`src/rtl/sramfifo_pkg.sv`:
```
// sramfifo_pkg: shared defaults for the multi-channel SRAM FIFO.
// RD_LAT is the request-to-rd_vld latency: one RAM address register plus one output register.
package sramfifo_pkg;
   localparam int DEF_WIDTH  = 8;
   localparam int DEF_CHBIT  = 2;
   localparam int DEF_SEGBIT = 4;
   localparam int RD_LAT     = 2;
endpackage

```
`src/rtl/sramfifo_ram.sv`:
```
// sramfifo_ram: simple dual-port RAM with a registered read address.
// There is no reset, so the contents survive rst.
module sramfifo_ram #(
   parameter int    WIDTH = 8,
   parameter int    AW    = 6,
   parameter string TYPE  = "AUTO"
)(
   input  logic             clk,
   input  logic             i_we,
   input  logic [AW-1:0]    i_waddr,
   input  logic [WIDTH-1:0] i_wdata,
   input  logic             i_re,
   input  logic [AW-1:0]    i_raddr,
   output logic [WIDTH-1:0] o_rdata
);
   (* ram_style = TYPE *) logic [WIDTH-1:0] r_mem [2**AW];
   logic [AW-1:0] r_raddr;
   always_ff @(posedge clk) begin
      if (i_we) r_mem[i_waddr] <= i_wdata;
      if (i_re) r_raddr <= i_raddr;
   end
   assign o_rdata = r_mem[r_raddr];
endmodule

```
`src/rtl/sramfifo_mch.sv`:
```
// sramfifo_mch: NCH independent FIFOs sharing one RAM; each channel owns a SEG-word segment.
// Reads return two cycles after the request; flush clears a channel without error pulses.
module sramfifo_mch
   import sramfifo_pkg::*;
#(
   parameter int    WIDTH  = DEF_WIDTH,
   parameter int    CHBIT  = DEF_CHBIT,
   parameter int    SEGBIT = DEF_SEGBIT,
   parameter string TYPE   = "AUTO"
)(
   input  logic                  clk,
   input  logic                  rst,
   input  logic                  wr_en,
   input  logic [CHBIT-1:0]      wr_ch,
   input  logic [WIDTH-1:0]      wr_data,
   input  logic                  rd_en,
   input  logic [CHBIT-1:0]      rd_ch,
   input  logic [2**CHBIT-1:0]   flush,
   output logic [WIDTH-1:0]      rd_data,
   output logic                  rd_vld,
   output logic [2**CHBIT-1:0]   full,
   output logic [2**CHBIT-1:0]   empty,
   output logic                  wr_err,
   output logic                  rd_err
);
   localparam int NCH = 2**CHBIT;
   localparam logic [SEGBIT:0] SEG_CNT = {1'b1, {SEGBIT{1'b0}}};
   logic [SEGBIT-1:0] r_wptr [NCH];
   logic [SEGBIT-1:0] r_rptr [NCH];
   logic [SEGBIT:0]   r_cnt [NCH];
   logic [SEGBIT:0]   w_cnt_nxt [NCH];
   logic [NCH-1:0]    r_full, r_empty;
   logic [RD_LAT-1:0] r_pipe;
   logic [WIDTH-1:0]  w_ram_q, r_rd_data;
   logic              r_wr_err, r_rd_err;
   logic              w_wr_ok, w_rd_ok;
   // Acceptance uses the registered flags, so a same-cycle opposite access never rescues it.
   assign w_wr_ok = wr_en & ~r_full[wr_ch] & ~flush[wr_ch];
   assign w_rd_ok = rd_en & ~r_empty[rd_ch] & ~flush[rd_ch];
   always_comb begin
      for (int i = 0; i < NCH; i++)
         w_cnt_nxt[i] = flush[i] ? '0 :
            r_cnt[i] + (SEGBIT+1)'(w_wr_ok && wr_ch == CHBIT'(i))
                     - (SEGBIT+1)'(w_rd_ok && rd_ch == CHBIT'(i));
   end
   always_ff @(posedge clk) begin
      if (rst) begin
         for (int i = 0; i < NCH; i++) begin
            r_wptr[i] <= '0;
            r_rptr[i] <= '0;
            r_cnt[i]  <= '0;
         end
         r_full    <= '0;
         r_empty   <= '1;
         r_pipe    <= '0;
         r_rd_data <= '0;
         r_wr_err  <= 1'b0;
         r_rd_err  <= 1'b0;
      end else begin
         for (int i = 0; i < NCH; i++) begin
            r_cnt[i]   <= w_cnt_nxt[i];
            r_full[i]  <= w_cnt_nxt[i] == SEG_CNT;
            r_empty[i] <= w_cnt_nxt[i] == '0;
            if (flush[i]) begin
               r_wptr[i] <= '0;
               r_rptr[i] <= '0;
            end else begin
               if (w_wr_ok && wr_ch == CHBIT'(i)) r_wptr[i] <= r_wptr[i] + 1'b1;
               if (w_rd_ok && rd_ch == CHBIT'(i)) r_rptr[i] <= r_rptr[i] + 1'b1;
            end
         end
         r_pipe <= {r_pipe[RD_LAT-2:0], w_rd_ok};
         if (r_pipe[RD_LAT-2]) r_rd_data <= w_ram_q;
         r_wr_err <= wr_en & ~flush[wr_ch] & r_full[wr_ch];
         r_rd_err <= rd_en & ~flush[rd_ch] & r_empty[rd_ch];
      end
   end
   sramfifo_ram #(
      .WIDTH (WIDTH),
      .AW    (CHBIT + SEGBIT),
      .TYPE  (TYPE)
   ) u_ram (
      .clk     (clk),
      .i_we    (w_wr_ok),
      .i_waddr ({wr_ch, r_wptr[wr_ch]}),
      .i_wdata (wr_data),
      .i_re    (w_rd_ok),
      .i_raddr ({rd_ch, r_rptr[rd_ch]}),
      .o_rdata (w_ram_q)
   );
   assign rd_data = r_rd_data;
   assign rd_vld  = r_pipe[RD_LAT-1];
   assign full    = r_full;
   assign empty   = r_empty;
   assign wr_err  = r_wr_err;
   assign rd_err  = r_rd_err;
endmodule
```
`config.mk`:
```
export PLATFORM = sky130hd
export DESIGN_NAME = sramfifo_mch
export DESIGN_NICKNAME = d
export VERILOG_FILES = /design/src/rtl/sramfifo_pkg.sv /design/src/rtl/sramfifo_ram.sv /design/src/rtl/sramfifo_mch.sv
export SDC_FILE = /design/constraint.sdc
export NUM_CORES = 1
export LEC_CHECK = 0
export BUFFER_PORTS_ARGS = -buffer_cell sky130_fd_sc_hd__buf_4
export CORE_ASPECT_RATIO = 0.8
export CORE_MARGIN = 4
export CORE_UTILIZATION = 40
export CTS_CLUSTER_SIZE = 24
export DETAILED_ROUTE_END_ITERATION = 8
export GPL_TIMING_DRIVEN = 0
export PLACE_DENSITY = 0.59
export SETUP_SLACK_MARGIN = 0.5
export SYNTH_ARGS = -nofsm -noshare
export SYNTH_HDL_FRONTEND = slang
export SYNTH_HIERARCHICAL = 1
export SYNTH_SLANG_ARGS = --single-unit
```
`constraint.sdc`:
```
create_clock -name clk -period 2.2 [get_ports clk]
set_input_delay 0 -clock clk [delete_from_list [all_inputs] [get_ports clk]]
set_output_delay 0 -clock clk [all_outputs]
set_load 0.02 [all_outputs]
```
==> results of run 1 <==
per-layer routing:
metal / wire length [µm] / track usage (%)
met5: 0 / 0
met4: 1460 / 4.76
met3: 6170 / 4.66
met2: 29900 / 30.4
met1: 29700 / 31.4
cell usage in the layout, fill, tap and decap left out, types with 10 or more instances in the layout:
cell                            netlist  final
sky130_fd_sc_hd__edfxtp_1           550    550
sky130_fd_sc_hd__mux4_2             134    134
sky130_fd_sc_hd__buf_4               11     92
sky130_fd_sc_hd__buf_12               1     81
sky130_fd_sc_hd__nor2_1             154     79
sky130_fd_sc_hd__nor2_4               0     66
sky130_fd_sc_hd__clkbuf_16            0     66
sky130_fd_sc_hd__buf_6                6     54
sky130_fd_sc_hd__dfxtp_1             46     39
sky130_fd_sc_hd__inv_1               34     26
sky130_fd_sc_hd__mux2i_1             32     26
sky130_fd_sc_hd__nand3_1             34     23
sky130_fd_sc_hd__nand2_1             25     20
sky130_fd_sc_hd__clkbuf_1            23     20
sky130_fd_sc_hd__dlygate4sd3_1        0     18
sky130_fd_sc_hd__ha_1                28     17
sky130_fd_sc_hd__xor2_1              16     16
sky130_fd_sc_hd__a21o_1              15     15
sky130_fd_sc_hd__clkinv_2             0     14
sky130_fd_sc_hd__buf_16               0     14
sky130_fd_sc_hd__clkinv_1             2     12
sky130_fd_sc_hd__o22ai_2              0     10
sky130_fd_sc_hd__o22ai_1             22     10
worst register-to-register path, stage by stage, from the launching register on:
cell and delay [ns]:
sky130_fd_sc_hd__dfxtp_1 0.37, sky130_fd_sc_hd__or3_1 0.43, sky130_fd_sc_hd__nor2_1 0.41, sky130_fd_sc_hd__ha_4 0.22
sky130_fd_sc_hd__fa_2 0.46, sky130_fd_sc_hd__nor2_4 0.13, sky130_fd_sc_hd__nand3b_1 0.10, sky130_fd_sc_hd__mux2i_2 0.21
sky130_fd_sc_hd__nor4b_2 0.22
repair_timing:
action                                 in CTS  in global routing
endpoints found under the hold margin     415                 12
gates resized for setup                   165                 73
pin swaps                                 112                 85
buffers inserted                          149                 20
hold buffers                               18                  2
setup endpoints to repair                 555                575
cloned                                      5                  0
per-stage QoR:
step	worst slack [ns]	cell area [µm²]	hold WS [ns]	setup TNS [ns]
floorplan	-0.223	25400	0.0693	-13.17
global placement	-1.49	26600	0.222	-309.73
detailed placement	-1.43	26600	0.222	-303.20
CTS	-0.434	31500	-0.331	-4.75
global route	-0.506	32000	-0.309	-8.20
finish	-0.420	32000	-0.292	-3.83
logic make-up (layout without fill, tap and decap cells):
kind of cell | count (synthesis) | in the layout
buf+inv | 96 | 436
compound gates | 105 | 105
fa+ha+maj | 32 | 32
mux | 174 | 174
flops | 596 | 596
xor+xnor | 32 | 32
simple gates | 297 | 297
layout make-up:
| cell class | count | area (µm²) |
|---|---|---|
| fillers | 4573 | 27700 |
| well taps | 779 | 975 |
| clock inverters | 33 | 244 |
| clock buffers | 76 | 1590 |
| multi-input cells | 640 | 7780 |
| repair buffers | 231 | 2980 |
| inverters | 36 | 139 |
| plain buffers | 60 | 846 |
| flip-flops and latches | 596 | 17500 |
registers in the layout, indices dropped and copies added, names as in the netlist, named ones only:
signal	count
u_ram/r_mem	512
r_cnt	20
r_rptr	16
r_wptr	16
rd_data	8
u_ram/r_raddr	6
empty	4
full	4
r_pipe	2
rd_err	1
wr_err	1
where the power goes:
part / total, mW / internal, mW / switching, mW
Sequential: 12.5 / 12.4 / 0.0388
Clock: 9.62 / 5.44 / 4.18
Combinational: 1.28 / 0.530 / 0.746
Total: 23.4 / 18.4 / 4.96
final timing paths:
kind / start / end / slack [ns] / cells after the start
max: full[0] / full[0] / -0.42 / 8
min: rd_en / rd_err / -0.29 / 2
max reg2reg: full[0] / full[0] / -0.42 / 8
min reg2reg: u_ram/r_raddr[5] / flop / 0.47 / 1
==> reports/qor.yml, run 1 <==
setup_path:
  cp.required_ns: 2.72
  cp_slowest_cell: "sky130_fd_sc_hd__fa_2"
  endpoint_type_of_the_worst_setup_path: "flop"
  crit_family: "simple AND/OR/NAND/NOR gates"
  critical_path_buf_inv_count: 0
  type_of_the_worst_setup_path: "flop to flop"
  timing.critical_path.arrival_ns: 3.14
  cpPeakStageDelay_ns: 0.46
  cp_max_fo: 3
  timing.critical_path.cells: "or3_1 -> nor2_1 -> ha_4 -> fa_2 -> nor2_4 -> nand3b_1 -> mux2i_2 -> nor4b_2"
  start_kind: "flop"
grt:
  grt_antenna_before_repair: 0
  grt_pass1_wl_um: 97000
  first_global_vias: 13700
  globalRoute.totalOverflow: 0
  grt_start_max_net_pins: 65
  grt.total_usage_pct: 20.6
route:
  avgRoutedWirePerCell_um: 27.4
  detail_route.wirelength_um: 67300
  drt-initial-drc-count: 1425
  detailroute.via_count: 14000
  remaining_drc_errors: 0
  via_to_cell_ratio: 5.71
  postRouteAntennaNets: 0
  first_pass_iters: 5
sta:
  timing_worst_slew_pin_value_ns: 0.970
  worst_slack_ns: -0.420
  fmax_mhz: 382
  fin_worst_hold_slack_ns: -0.292
  worst_clock_skew_ns: 0.0142
  final_min_period_over_clock_period_pct: 119
  grt_setup_unrepaired: "true"
  worst_rel_slew_slack_pct: 35.3
  final_hold_viol_count: 6
  setup_viol: 25
  final_period_minus_worst_setup_slack_ns: 2.62
  slew_viol_final: 0
logic_synthesis:
  syn_area_um2: 24200
  synth_top_family_by_area: "multiplexers"
  distinct_cells_synth: 59
  yosys_warnings: 6
  synth.cells.most_frequent: "sky130_fd_sc_hd__edfxtp_1, sky130_fd_sc_hd__nor2_1, sky130_fd_sc_hd__mux4_2"
  synthSimpleGateAreaFrac_pct: 5.92
  synth_seq_cells: 596
  synth.largest_area_cell: "sky130_fd_sc_hd__edfxtp_1"
  leading_register_cell_type_out_of_synthesis: "sky130_fd_sc_hd__edfxtp_1"
  synth.area.mux_share_pct: 14.2
  netlist_top_cells_area: "sky130_fd_sc_hd__edfxtp_1, sky130_fd_sc_hd__mux4_2, sky130_fd_sc_hd__dfxtp_1"
  synth_async_sr_flop_share_pct: 0
  synth_most_common_cell: "sky130_fd_sc_hd__edfxtp_1"
  synth-xor-area-share_pct: 1.16
  synth_adder_area_share_pct: 1.78
  area_fraction_in_compound_gates_after_synthesis_pct: 3.00
  syn-mean-instance-area_um2: 18.2
  yosysSeqAreaShare_pct: 72.0
  synthesis.instances: 1332
  synth_nets: 1384
  synth_enable_flop_cells: 550
  synthDominantCellAreaShare_pct: 68.2
cts:
  cts_root_buf: "sky130_fd_sc_hd__clkbuf_16"
  cts.sink_count: 596
  clockBufferDepth: 3
  cts_made_buffers: 58
  htree_levels: 2
  cts.reportedPaths.clkPinSlew_ns: 0.06
  clock_tree_from_tritoncts: "built"
  clk-insertion-delay-late_ns: 0.61
placement:
  port-buffer-count: 37
  numPlacedInstances: 2148
  gp_congestion: 0.980
  dp_hpwl_um: 41900
floorplanning:
  num_io_pins: 39
  floorplan.core_area_um2: 59800
  fp.dieW_um: 283
  num_rows: 80
  die_height_um: 228
  floorplan.die_area_um2: 64600
  initial_core_util_pct: 40.5
hold_path:
  worst_min_path_class: "input pin to flop"
finish:
  layout-drive-gt1-share_pct: 42.8
  fin_util_pct: 53.6
  num_antenna_cells: 0
  areaGrowthSynthToFinish_pct: 32.2
  layout.nets: 1675
  final_cell_count_no_fill: 2451
pwr:
  p_leak_nw: 10.5
  ir_worst_vdd_mv: 0.583
  power_per_cell_area_nw_per_um2: 730
  fin_total_pwr_mw: 23.4
run_status:
  run_status: "finished with violations"
  violations: "negative hold slack, negative setup slack"
run:
  maxCapViolations: 0
No activity file was read; power rests on OpenSTA's default activity.
==> inputs of run 2 (changes only) <==
Settings changed: RECOVER_POWER set to 25.
==> run 2 against run 1 <==
- the run still ends with negative hold slack, negative setup slack left
- clock skew hardly changed
- register-to-register slack hardly changed
- clock power about the same
- combinational power hardly changed
- die area unchanged
- global-route usage unchanged
- critical path depth did not move
- setup slack worse by 0.011 ns
- worst hold slack worse by 0.00076 ns
- core utilization hardly changed
- cell count unchanged
==> reports/qor.yml, run 2 (same netlist as run 1, synthesis figures left out) <==
pwr:
  p_leak_nw: 10.5
  p_switching_mw: 4.96
  power_per_cell_area_nw_per_um2: 730
  fin_total_pwr_mw: 23.4
  combinational_cell_fraction_of_total_power_pct: 5.4
  pwr-share-clk_pct: 41.1
  netSwitchingFraction_pct: 21.2
  internal-power_mw: 18.4
  sequential_cell_fraction_of_total_power_pct: 53.4
  ir_worst_vdd_mv: 0.587
sta:
  worst_clock_skew_ns: 0.0140
  slew_viol_final: 0
  grt_setup_unrepaired: "true"
  final_min_period_over_clock_period_pct: 120
  setup_viol: 32
  fmax_mhz: 380
  worst_rel_slew_slack_pct: 2.76
  worst_slack_ns: -0.430
  fin_tns_setup_ns: -3.96
  timing_worst_slew_pin_value_ns: 1.46
  fin_worst_hold_slack_ns: -0.293
  final_hold_viol_count: 6
  final_period_minus_worst_setup_slack_ns: 2.63
floorplanning:
  initial_core_util_pct: 40.5
  die_height_um: 228
  floorplan.core_area_um2: 59800
  fp.dieW_um: 283
  num_rows: 80
  floorplan.die_area_um2: 64600
  num_io_pins: 39
finish:
  areaGrowthSynthToFinish_pct: 32.1
  top_regs: "u_ram/r_mem (512), r_cnt (20)"
  mostFrequentLayoutCells: "sky130_fd_sc_hd__edfxtp_1, sky130_fd_sc_hd__mux4_2, sky130_fd_sc_hd__buf_4, sky130_fd_sc_hd__buf_12, sky130_fd_sc_hd__nor2_1"
  layout-drive-gt1-share_pct: 42.7
  fin_util_pct: 53.5
  regMostFlops: "u_ram/r_mem"
  layout.nets: 1675
  mostFrequentLayoutCell: "sky130_fd_sc_hd__edfxtp_1"
  largest_reg_flops: 512
  num_antenna_cells: 0
  fin_area_um2: 32000
setup_path:
  cp_slowest_cell: "sky130_fd_sc_hd__fa_2"
  start_kind: "flop"
  type_of_the_worst_setup_path: "flop to flop"
  cp.required_ns: 2.72
  r2r_slack_ns: -0.43
  timing.critical_path.cells: "or3_1 -> nor2_1 -> ha_4 -> fa_2 -> nor2_4 -> nand3b_1 -> mux2i_2 -> nor4b_2"
  cp_max_fo: 3
  cpPeakStageDelay_ns: 0.46
  timing.critical_path.arrival_ns: 3.15
  timing.rr.start: "full[0]"
  timing.reg2reg.worst_path_depth: 8
  endpoint_type_of_the_worst_setup_path: "flop"
  timing.rr.end: "full[0]"
run:
  maxCapViolations: 0
grt:
  grt_antenna_before_repair: 0
  grt.total_usage_pct: 20.6
  first_global_vias: 13700
  grt_start_max_net_pins: 65
  globalRoute.totalOverflow: 0
  grt_pass1_wl_um: 97000
cts:
  clk-insertion-delay-late_ns: 0.61
  cts.sink_count: 596
  cts_made_buffers: 58
  cts.reportedPaths.clkPinSlew_ns: 0.06
  clockBufferDepth: 3
  clock_tree_from_tritoncts: "built"
  htree_levels: 2
  cts_root_buf: "sky130_fd_sc_hd__clkbuf_16"
route:
  postRouteAntennaNets: 0
  drt-initial-drc-count: 1435
  detail_route.wirelength_um: 67200
  first_pass_iters: 5
  remaining_drc_errors: 0
  avgRoutedWirePerCell_um: 27.4
  detailroute.via_count: 14000
  via_to_cell_ratio: 5.72
run_status:
  violations: "negative hold slack, negative setup slack"
  run_status: "finished with violations"
hold_path:
  whs_endpoint: "rd_err"
  worst_min_path_class: "input pin to flop"
  min_delay_path_depth: 2
  min_from: "rd_en"
placement:
  port-buffer-count: 37
  placement.setup.worst_slack_ns: -1.43
  dp_hpwl_um: 41900
  gp_congestion: 0.980
  placement.cell_area_um2: 26600
run 2: changes by cell type in the layout (fill, tap and decap cells not counted), sizes merged:
cell	delta
buf	-9
clkbuf	+9
run 2: what timing repair did:
| item | in CTS | in global routing |
|---|---|---|
| setup buffers | 149 | 20 |
| hold buffers | 18 | 2 |
| resized for setup | 165 | 73 |
| cloned | 5 | 0 |
| setup endpoints to repair | 555 | 575 |
| endpoints found under the hold margin | 415 | 12 |
| pin swaps | 112 | 85 |
run 2: routing by layer:
layer / GRT usage, % / wire (µm)
met5: 0 / 0
met4: 4.76 / 1490
met3: 4.66 / 6340
met2: 30.4 / 29700
met1: 31.4 / 29600
run 2: power by group through the flow:
| stage | registers (mW) | clock network, mW | logic (mW) |
|---|---|---|---|
| floorplan | 12.7 | 0 | 0.532 |
| global route | 12.5 | 10.3 | 1.34 |
| global placement | 12.7 | 0 | 0.928 |
| CTS | 12.5 | 9.84 | 1.20 |
| finish | 12.5 | 9.61 | 1.27 |
| detailed placement | 12.7 | 0 | 0.943 |
run 2: critical path, delay by kind of cell, from the launching register on:
family | cells | cell delay (ns)
and+or+nand+nor | 5 | 1.29
adders and majority gates | 2 | 0.67
muxes | 1 | 0.21
DFF | 1 | 0.38
run 2: area by class of cell:
cell class | instances | area (µm²)
clock buffers | 76 | 1590
multi-input cells | 640 | 7780
fillers | 4578 | 27800
flip-flops and latches | 596 | 17500
repair buffers | 231 | 2960
inverters | 36 | 139
well taps | 779 | 975
plain buffers | 60 | 846
clock inverters | 33 | 244
run 2: how the worst max path moves through the flow:
stage	endpoint	start
after global routing	full[0]	empty[0]
after global placement	u_ram/r_mem[47][6]	wr_ch[1]
after CTS	full[0]	empty[0]
after detailed placement	u_ram/r_mem[63][6]	wr_ch[1]
after floorplan	full[0]	empty[0]
final	full[0]	full[0]
run 2: metrics by stage:
| step | instances | hold slack [ns] |
|---|---|---|
| after global routing | 2451 | -0.309 |
| final | 2451 | -0.293 |
| after CTS | 2429 | -0.331 |
| after detailed placement | 2148 | 0.222 |
| after floorplan | 1332 | 0.0693 |
| after global placement | 2148 | 0.222 |
==> inputs of run 3 (changes only) <==
==> constraint.sdc (replaced) <==
create_clock -name clk -period 2.2 [get_ports clk]
set_input_delay 0.11 -clock clk [delete_from_list [all_inputs] [get_ports clk]]
set_output_delay 0.11 -clock clk [all_outputs]
set_load 0.02 [all_outputs]
==> run 3 against run 2 <==
- the run ends with max-capacitance violations, max-slew violations, negative setup slack left
- count of clock-buffer cells in the layout rose by 5
- sequential power is essentially flat
- clock skew up 0.0052 ns
- clock power up 7%
- power increased by 3.3%
- register-to-register slack gained 0.02 ns
- non-clock buffer count rose by 44
- via count increased by 3.2%
- critical path type unchanged
- largest cell class unchanged
- largest power group unchanged
- highest routed layer unchanged
==> reports/qor.yml, run 3 (same netlist as run 1, synthesis figures left out) <==
run_status:
  run_status: "finished with violations"
  violations: "max-capacitance violations, max-slew violations, negative setup slack"
finish:
  mostFrequentLayoutCell: "sky130_fd_sc_hd__edfxtp_1"
  regMostFlops: "u_ram/r_mem"
  top_regs: "u_ram/r_mem (512), r_cnt (20)"
  areaGrowthSynthToFinish_pct: 34.2
  layout-drive-gt1-share_pct: 44.6
  layout.nets: 1720
  fin_area_um2: 32500
  fin_util_pct: 54.4
  largest_reg_flops: 512
  mostFrequentLayoutCells: "sky130_fd_sc_hd__edfxtp_1, sky130_fd_sc_hd__mux4_2, sky130_fd_sc_hd__buf_4, sky130_fd_sc_hd__buf_6"
placement:
  dp_hpwl_um: 41200
  placement.cell_area_um2: 26000
  port-buffer-count: 37
  gp_congestion: 0.875
pwr:
  ir_worst_vdd_mv: 0.567
  p_switching_mw: 5.14
  sequential_cell_fraction_of_total_power_pct: 51.7
  combinational_cell_fraction_of_total_power_pct: 5.7
  p_leak_nw: 10.8
  netSwitchingFraction_pct: 21.3
  power_per_cell_area_nw_per_um2: 742
  pwr-share-clk_pct: 42.6
  fin_total_pwr_mw: 24.1
  internal-power_mw: 19.0
sta:
  worst_rel_slew_slack_pct: -0.702
  worst_slack_ns: -0.407
  fin_tns_setup_ns: -42.03
  setup_viol: 438
  grt_setup_unrepaired: "true"
  timing_worst_slew_pin_value_ns: 1.51
  final_min_period_over_clock_period_pct: 118
  fmax_mhz: 384
  slew_viol_final: 64
  worst_clock_skew_ns: 0.0192
  final_period_minus_worst_setup_slack_ns: 2.61
  final_hold_viol_count: 0
setup_path:
  cpPeakStageDelay_ns: 0.56
  endpoint_type_of_the_worst_setup_path: "flop"
  cp_max_fo: 8
  timing.critical_path.arrival_ns: 3.07
  cp_slowest_cell: "sky130_fd_sc_hd__mux4_2"
  timing.reg2reg.worst_path_depth: 12
  timing.critical_path.cells: "buf_12 -> buf_12 -> buf_6 -> buf_12 -> buf_16 -> mux4_2 -> a22oi_2 -> nand3_2 -> nand3_2 -> nand3_4 -> mux2i_1 -> nor2_1"
  type_of_the_worst_setup_path: "flop to flop"
  cp.required_ns: 2.66
  start_kind: "flop"
  cp_common_cell: "sky130_fd_sc_hd__buf_12"
cts:
  cts.sink_count: 596
  cts.reportedPaths.clkPinSlew_ns: 0.06
  cts_made_buffers: 59
  clockBufferDepth: 3
  clk-insertion-delay-late_ns: 0.63
  cts_root_buf: "sky130_fd_sc_hd__clkbuf_16"
  htree_levels: 2
  clock_tree_from_tritoncts: "built"
floorplanning:
  initial_core_util_pct: 40.5
  floorplan.core_area_um2: 59800
  num_rows: 80
  floorplan.die_area_um2: 64600
  die_height_um: 228
  fp.dieW_um: 283
  num_io_pins: 39
route:
  routed-wl-met3_um: 6790
  first_pass_iters: 5
  detailroute.via_count: 14500
  postRouteAntennaNets: 0
  highest-signal-layer: "met4"
  via_to_cell_ratio: 5.79
  drt-initial-drc-count: 1633
  wl_met2_um: 31200
  remaining_drc_errors: 0
  detail_route.wirelength_um: 69200
  avgRoutedWirePerCell_um: 27.7
  drt-met1-wl_um: 29600
grt:
  grt.total_usage_pct: 20.9
  grt_start_max_net_pins: 65
  grt_antenna_before_repair: 0
  globalRoute.totalOverflow: 0
  grt_pass1_wl_um: 98400
  first_global_vias: 14200
hold_path:
  worst_min_path_class: "input pin to flop"
  min_delay_path_depth: 3
run:
  maxCapViolations: 1
==> run 3: through the flow <==
stage                     hold WS (ns)  instances  worst slack, ns
after floorplan                  0.181       1332           -0.228
after global placement           0.329       2148            -1.64
after detailed placement         0.328       2148            -1.62
after CTS                       0.0213       2445           -0.366
after global routing            0.0603       2498           -0.480
final                           0.0580       2499           -0.407
==> run 3: critical path: cells and delay by family, from the launching register on <==
family                 cells  cell delay [ns]
muxes                      2             0.71
buffers and inverters      5             0.65
and+or+nand+nor            4             0.44
DFF                        1             0.37
AOI/OAI and AO/OA          1             0.25
==> run 3: area by class of cell <==
class,instances,area (µm²)
fill,4450,27200
clock inverter,31,335
inverter,36,144
multi-input combinational,640,7740
timing repair buffer,275,3390
tap,779,975
clock buffer,81,1650
buffer,60,811
sequential,596,17500
antenna,1,2.50
==> run 3: power groups by stage <==
stage	registers (mW)	logic (mW)	clock network, mW
2_1_floorplan	12.7	0.466	0
3_3_place_gp	12.7	0.853	0
3_5_place_dp	12.7	0.872	0
4_1_cts	12.5	1.21	10.4
5_1_grt	12.5	1.44	11.0
6_report	12.5	1.38	10.3
==> run 3: what timing repair did <==
| action | in CTS | in global routing |
|---|---|---|
| hold buffers | 12 | 1 |
| setup endpoints to repair | 558 | 567 |
| gates resized for setup | 323 | 87 |
| cloned | 5 | 0 |
| endpoints found under the hold margin | 44 | 4 |
| pin swaps | 115 | 69 |
| setup buffers | 168 | 52 |
==> run 3: layer usage <==
layer,vias up,GRT usage (%)
li1,6010,-
met1,7652,30.1
met2,683,31.5
met3,124,6.26
met4,0,4.90
met5,-,0
==> run 3: final timing paths <==
| kind | from | to | slack [ns] |
|---|---|---|---|
| worst max-delay path | flop | rd_data[1] | -0.41 |
| worst min-delay path | rd_ch[0] | u_ram/r_raddr[0] | 0.06 |
| worst max register to register | flop | rd_data[1] | -0.41 |
| worst min register to register | u_ram/r_raddr[4] | flop | 0.49 |
